## config.mk

```make
export PLATFORM = sky130hd
export DESIGN_NAME = seq_gen_tx_flat
export DESIGN_NICKNAME = d
export VERILOG_FILES = /design/src/rtl/seq_gen_tx_if.sv /design/src/rtl/seq_gen_tx.sv /design/src/flat_wrapper.sv
export SDC_FILE = /design/constraint.sdc
export NUM_CORES = 1
export LEC_CHECK = 0
export ABC_AREA = 0
export ABC_CLOCK_PERIOD_IN_PS = 3000
export CAP_MARGIN = 10
export CORE_UTILIZATION = 30
export CTS_CLUSTER_SIZE = 10
export DETAILED_ROUTE_END_ITERATION = 7
export SETUP_SLACK_MARGIN = 0.05
export SLEW_MARGIN = 20
export SYNTH_ARGS = -nofsm -noshare
export SYNTH_HDL_FRONTEND = slang
export SYNTH_SLANG_ARGS = --single-unit
```

## constraint.sdc

```tcl
create_clock -name clk -period 3 [get_ports clk]
set_input_delay 0.45 -clock clk [delete_from_list [all_inputs] [get_ports clk]]
set_output_delay 0.45 -clock clk [all_outputs]
set_load 0.05 [all_outputs]
```

## src/rtl/seq_gen_tx_if.sv

```systemverilog
// Bundle of the frame request and serial output signals of seq_gen_tx.
// The master side issues frame requests and watches the serial stream;
// the slave side is the frame generator itself.
interface seq_gen_tx_if #(
   parameter int DATA_W = 8
);
   logic              start;
   logic [DATA_W-1:0] data;
   logic              tx;
   logic              valid;
   logic              busy;
   logic              done;
   logic [2:0]        state;

   modport master (
      output start,
      output data,
      input  tx,
      input  valid,
      input  busy,
      input  done,
      input  state
   );

   modport slave (
      input  start,
      input  data,
      output tx,
      output valid,
      output busy,
      output done,
      output state
   );
endinterface

```

## src/rtl/seq_gen_tx.sv

```systemverilog
// Serial frame generator: sync word 1101, then the payload MSB first, then
// an optional even-parity bit, one bit per clock.
// Compile-time option: define SEQ_GEN_PARITY_EN to append the parity bit.
// Every output is registered; the registers hold the bit shown in the current
// cycle, and the combinational block works out the bit for the next cycle.
module seq_gen_tx #(
   parameter int DATA_W = 8
) (
   input  logic         clk,
   input  logic         rst,
   seq_gen_tx_if.slave  bus
);

   localparam int CNT_MAX = (DATA_W > 4) ? DATA_W : 4;
   localparam int CNT_W   = (CNT_MAX > 1) ? $clog2(CNT_MAX) : 1;
   localparam logic [CNT_W-1:0] SYNC_LAST = CNT_W'(3);
   localparam logic [CNT_W-1:0] DATA_LAST = CNT_W'(DATA_W - 1);

   typedef enum logic [2:0] {
      IDLE = 3'd0,
      SYNC = 3'd1,
      DATA = 3'd2,
      PAR  = 3'd3
   } state_t;

   state_t            state_q, state_d;
   logic [CNT_W-1:0]  cnt_q, cnt_d;
   logic [DATA_W-1:0] shreg_q, shreg_d;
   logic              tx_q, tx_d;
   logic              valid_q, valid_d;
   logic              busy_q, busy_d;
   logic              done_q, done_d;
`ifdef SEQ_GEN_PARITY_EN
   logic              parity_q, parity_d;
`endif

   // State, counter, payload and output registers; reset aborts any frame.
   always_ff @(posedge clk or posedge rst) begin
      if (rst) begin
         state_q  <= IDLE;
         cnt_q    <= '0;
         shreg_q  <= '0;
         tx_q     <= 1'b0;
         valid_q  <= 1'b0;
         busy_q   <= 1'b0;
         done_q   <= 1'b0;
`ifdef SEQ_GEN_PARITY_EN
         parity_q <= 1'b0;
`endif
      end else begin
         state_q  <= state_d;
         cnt_q    <= cnt_d;
         shreg_q  <= shreg_d;
         tx_q     <= tx_d;
         valid_q  <= valid_d;
         busy_q   <= busy_d;
         done_q   <= done_d;
`ifdef SEQ_GEN_PARITY_EN
         parity_q <= parity_d;
`endif
      end
   end

   // Next state and the bit to present in the next cycle; the payload is
   // captured only on the accepting edge and consumed MSB first by shifting.
   always_comb begin
      state_d  = state_q;
      cnt_d    = cnt_q;
      shreg_d  = shreg_q;
      tx_d     = 1'b0;
      valid_d  = 1'b0;
      busy_d   = 1'b0;
      done_d   = 1'b0;
`ifdef SEQ_GEN_PARITY_EN
      parity_d = parity_q;
`endif

      case (state_q)
         IDLE: begin
            if (bus.start) begin
               state_d  = SYNC;
               cnt_d    = '0;
               shreg_d  = bus.data;
`ifdef SEQ_GEN_PARITY_EN
               parity_d = ^bus.data;
`endif
               tx_d     = 1'b1;
               valid_d  = 1'b1;
               busy_d   = 1'b1;
            end
         end

         SYNC: begin
            valid_d = 1'b1;
            busy_d  = 1'b1;
            if (cnt_q == SYNC_LAST) begin
               state_d = DATA;
               cnt_d   = '0;
               tx_d    = shreg_q[DATA_W-1];
               shreg_d = shreg_q << 1;
            end else begin
               cnt_d = cnt_q + CNT_W'(1);
               tx_d  = (cnt_q != CNT_W'(1));
            end
         end

         DATA: begin
            if (cnt_q == DATA_LAST) begin
               cnt_d = '0;
`ifdef SEQ_GEN_PARITY_EN
               state_d = PAR;
               tx_d    = parity_q;
               valid_d = 1'b1;
               busy_d  = 1'b1;
`else
               state_d = IDLE;
               done_d  = 1'b1;
`endif
            end else begin
               cnt_d   = cnt_q + CNT_W'(1);
               tx_d    = shreg_q[DATA_W-1];
               shreg_d = shreg_q << 1;
               valid_d = 1'b1;
               busy_d  = 1'b1;
            end
         end

`ifdef SEQ_GEN_PARITY_EN
         PAR: begin
            state_d = IDLE;
            cnt_d   = '0;
            done_d  = 1'b1;
         end
`endif

         default: begin
            state_d = IDLE;
            cnt_d   = '0;
            shreg_d = '0;
         end
      endcase
   end

   assign bus.tx    = tx_q;
   assign bus.valid = valid_q;
   assign bus.busy  = busy_q;
   assign bus.done  = done_q;
   assign bus.state = state_q;

endmodule
```

## src/flat_wrapper.sv

```systemverilog
// flat-port wrapper written by rule: the top's interface ports become plain ports
module seq_gen_tx_flat 
#(
   parameter int DATA_W = 8
)
  (clk, rst, bus_start, bus_data, bus_tx, bus_valid, bus_busy, bus_done, bus_state);
  seq_gen_tx_if #(.DATA_W(DATA_W)) bus_i ();
  input  logic clk;
  input  logic rst;
  input wire logic [$bits(bus_i.start)-1:0] bus_start;
  input wire logic [$bits(bus_i.data)-1:0] bus_data;
  output wire logic [$bits(bus_i.tx)-1:0] bus_tx;
  output wire logic [$bits(bus_i.valid)-1:0] bus_valid;
  output wire logic [$bits(bus_i.busy)-1:0] bus_busy;
  output wire logic [$bits(bus_i.done)-1:0] bus_done;
  output wire logic [$bits(bus_i.state)-1:0] bus_state;
  assign bus_i.start = bus_start;
  assign bus_i.data = bus_data;
  assign bus_tx = bus_i.tx;
  assign bus_valid = bus_i.valid;
  assign bus_busy = bus_i.busy;
  assign bus_done = bus_i.done;
  assign bus_state = bus_i.state;
  seq_gen_tx #(.DATA_W(DATA_W)) u_core (.clk(clk), .rst(rst), .bus(bus_i));
endmodule
```

==> impl_table.tex <==
\begin{tabular}{lr}
\hline
Metric & Value \\
\hline
\multicolumn{2}{l}{\textbf{Status}} \\
Outcome & finished, final reports clean \\
\multicolumn{2}{l}{\textbf{Floorplan}} \\
DIE AREA & 3450 sq um \\
Starting Density & a little under a third \\
I/O pin count & 18 \\
Core outline area & between 3000 and 4000 sq um \\
Site Rows & 20 \\
Chip Height & between 50 and 60 microns \\
Horiz. Die Dim & $\sim$59 microns \\
\multicolumn{2}{l}{\textbf{Worst setup path}} \\
Critical path launch point type & register \\
Reg-to-Reg Start & u\_core.bus.state[0] \\
Critical Path Start & u\_core.bus.state[0] \\
Start-to-end type of the worst setup path & reg -> reg \\
Crit end category & register \\
Biggest fanout along the worst timing path & 11 \\
Data required time at the worst endpoint & roughly 3.2 ns \\
Arrival time reported for the critical path endpoint & approximately 2.3 ns \\
\multicolumn{2}{l}{\textbf{Synthesis}} \\
Average cell area after synthesis & roughly 11 sq um \\
Post-synthesis net count & between 100 and 150 \\
Gate count of the mapped netlist & 85 \\
Simple-gate share of the synthesized area & 11.8\% \\
Proportion of synthesized area in mux cells & 12.1\% \\
Unique cell type count in the Yosys netlist & 28 \\
Yosys Warn Count & 0 \\
Fraction of the mapped netlist area in adder cells & about an eighth \\
Count of flip-flops with a built-in enable after synthesis & 0 \\
Sequential area share after synthesis & 41.5\% \\
Xor/xnor cell area share of the yosys netlist & 0\% \\
Post-synthesis instance area & approximately 960 sq um \\
Area fraction in compound gates after synthesis & between 10\% and 20\% \\
Largest family of logic cells by synthesized area & compound AO/OA/AOI/OAI gates \\
Share of synthesized registers carrying an async set or reset & 100\% \\
Synthesis-stage register bit count & 16 \\
Main synth FF type & sky130\_fd\_sc\_hd\_\_dfrtp\_1 \\
\multicolumn{2}{l}{\textbf{Timing}} \\
Worst slew pin tran & 0.645 ns \\
Setup repair after global routing missed its margin & no \\
Number of slew-limit violations in the final report & 0 \\
Final critical-path share of the clock period & 69.3\% \\
Final setup vio count & 0 \\
Upper clock frequency limit & approximately 480 MHz \\
Number of hold violations in the final report & 0 \\
Aggregate negative setup slack & 0 ns \\
Relative slew margins & between 50\% and 60\% \\
Worst-case clock skew & 0.00538 ns \\
Shortest clock period the worst path allows after layout & about 2.1 ns \\
\multicolumn{2}{l}{\textbf{Run}} \\
Maximum Capacitance Violations & 0 \\
\multicolumn{2}{l}{\textbf{Clock network}} \\
CTS Sinks & 16 \\
Clock latency at the later pin of the worst-skew pair & between 0.2 and 0.3 ns \\
Clock buffer depth & 2 \\
H-tree levels & 1 \\
Hold Buf Count CTS & 0 \\
TritonCTS clock tree & done \\
\# Post-CTS Setup Buffers & 0 \\
Number of clock buffers inserted by TritonCTS & 3 \\
Resized cells post-CTS & 0 \\
Root Buffer Master & sky130\_fd\_sc\_hd\_\_clkbuf\_4 \\
Register clock-pin slew on the reported worst setup and hold paths & 0.10 ns \\
\multicolumn{2}{l}{\textbf{Layout}} \\
Final net count & approximately 120 \\
Fraction of final layout cells sized beyond drive strength 1 & roughly 15\% \\
Area growth from synthesis to final layout & 22.0\% \\
Ant diodes & 0 \\
Share of the core filled with cells & 38.6\% \\
\multicolumn{2}{l}{\textbf{Global routing}} \\
Largest net degree at the start of global routing & 17 \\
Via count of the first global-routing pass & about 670 \\
Global-route wire length before repair & approximately 3000 microns \\
Initial antenna violation count & 0 \\
Total Routing Usage GR & a little under an eighth \\
Remaining global-route overflow & 0 \\
\multicolumn{2}{l}{\textbf{Drt}} \\
Routed len/inst & around 12 microns \\
DRC violation total after the first TritonRoute iteration & 19 \\
Remaining design rule violation count & 0 \\
Per-cell via count in the routed design & $\sim$4.5 \\
1st-pass router iterations & 5 \\
Post-route ant nets & 0 \\
Total via count after detailed routing & about 640 \\
Final WL & roughly 1800 microns \\
\multicolumn{2}{l}{\textbf{Power and ir drop}} \\
Power per cell area & $\sim$960 nW/um\^{}2 \\
Static leakage power & about 0.54 nW \\
Worst ir drop on vdd & 0.253 mV \\
\multicolumn{2}{l}{\textbf{Min path}} \\
Path type of the worst min-delay path & in -> async \\
\multicolumn{2}{l}{\textbf{Placed design}} \\
Routability Congestion & 0.730 \\
Sum of net half-perimeters after detailed placement & about 1200 microns \\
Input/output buffers & 16 \\
\hline
\end{tabular}
## cells in the mapped netlist, drive strengths merged (2+ instances only)
| master | number | area share [%] |
|---|---|---|
| inv | 7 | 2.7 |
| a22o | 7 | 6.4 |
| o31ai | 2 | 1.6 |
| mux2 | 8 | 12 |
| clkbuf | 2 | 0.78 |
| buf | 4 | 3.2 |
| nand2 | 4 | 1.6 |
| and2 | 2 | 1.3 |
| o21ai | 5 | 2.6 |
| dfrtp | 16 | 42 |
| ha | 10 | 13 |
| nor2b | 6 | 4.7 |
## worst max-delay path, cell delays in order (launching register included)
cell and delay (ns):
sky130_fd_sc_hd__dfrtp_1 0.43, sky130_fd_sc_hd__inv_1 0.13, sky130_fd_sc_hd__ha_1 0.21, sky130_fd_sc_hd__nor2b_1 0.55, sky130_fd_sc_hd__or3_4 0.34, sky130_fd_sc_hd__mux2_4 0.31
## where the power goes
group	leakage [nW]	internal, mW	switching (mW)
clock	0.0210	0.0739	0.0721
combinational	0.312	0.314	0.316
sequential	0.202	0.300	0.0529
total	0.535	0.688	0.441
## worst paths after layout
check	endpoint	slack, ns	cells past startpoint
max	u_core.shreg_q[2]	0.92	5
min	u_core.bus.done	0.52	2
max reg2reg	u_core.shreg_q[2]	0.92	5
min reg2reg	u_core.shreg_q[1]	0.52	1
max in group asynchronous	u_core.shreg_q[3]	2.08	2
min in group clk	u_core.shreg_q[1]	0.52	1
## cells in the final DEF (no fill, tap or decap), types with 3 or more instances in the layout
master,netlist,routed
sky130_fd_sc_hd__clkdlybuf4s50_1,0,16
sky130_fd_sc_hd__dfrtp_1,16,16
sky130_fd_sc_hd__ha_1,10,10
sky130_fd_sc_hd__a22o_1,7,7
sky130_fd_sc_hd__mux2_4,7,7
sky130_fd_sc_hd__inv_1,7,7
sky130_fd_sc_hd__nor2b_1,5,5
sky130_fd_sc_hd__o21ai_0,5,5
sky130_fd_sc_hd__nand2_1,4,4
sky130_fd_sc_hd__clkbuf_4,0,3
## sequential cells by signal (all words and copies together) (netlist names)
name              count
u_core.bus.tx         1
u_core.cnt_q          3
u_core.bus.busy       1
u_core.bus.state      2
u_core.bus.done       1
u_core.shreg_q        8
## routing by layer
layer  global-route usage [%]  vias up  wire [microns]
li1                         -      319               -
met1                     14.6      308             853
met2                     19.0       14             796
met3                     3.96        2              80
met4                     4.08        0              21
met5                        0        -               0
## metrics by stage
stage	total power, mW	instances	hold slack, ns	setup slack (ns)	instance area [sq um]
floorplan	0.878	85	0.364	0.882	965
global placement	0.981	139	0.498	0.836	1140
detailed placement	0.990	139	0.502	0.811	1140
CTS	1.14	143	0.528	0.920	1180
global route	1.21	143	0.545	0.781	1180
finish	1.13	143	0.523	0.920	1180
## final cells by class
class | count | area, sq um
Clock buffer | 4 | 36.3
Fill cell | 321 | 1880
Inverter | 7 | 26.3
Multi-Input combinational cell | 56 | 499
Sequential cell | 16 | 400
Tap cell | 44 | 55.1
Timing Repair Buffer | 16 | 160
## cell families after synthesis
logic type      count (synthesis)
compound gates                 19
mux                             8
buf+inv                        13
other cells                     1
flops                          16
simple gates                   18
fa+ha+maj                      10
No activity file was read; power rests on OpenSTA's default activity.
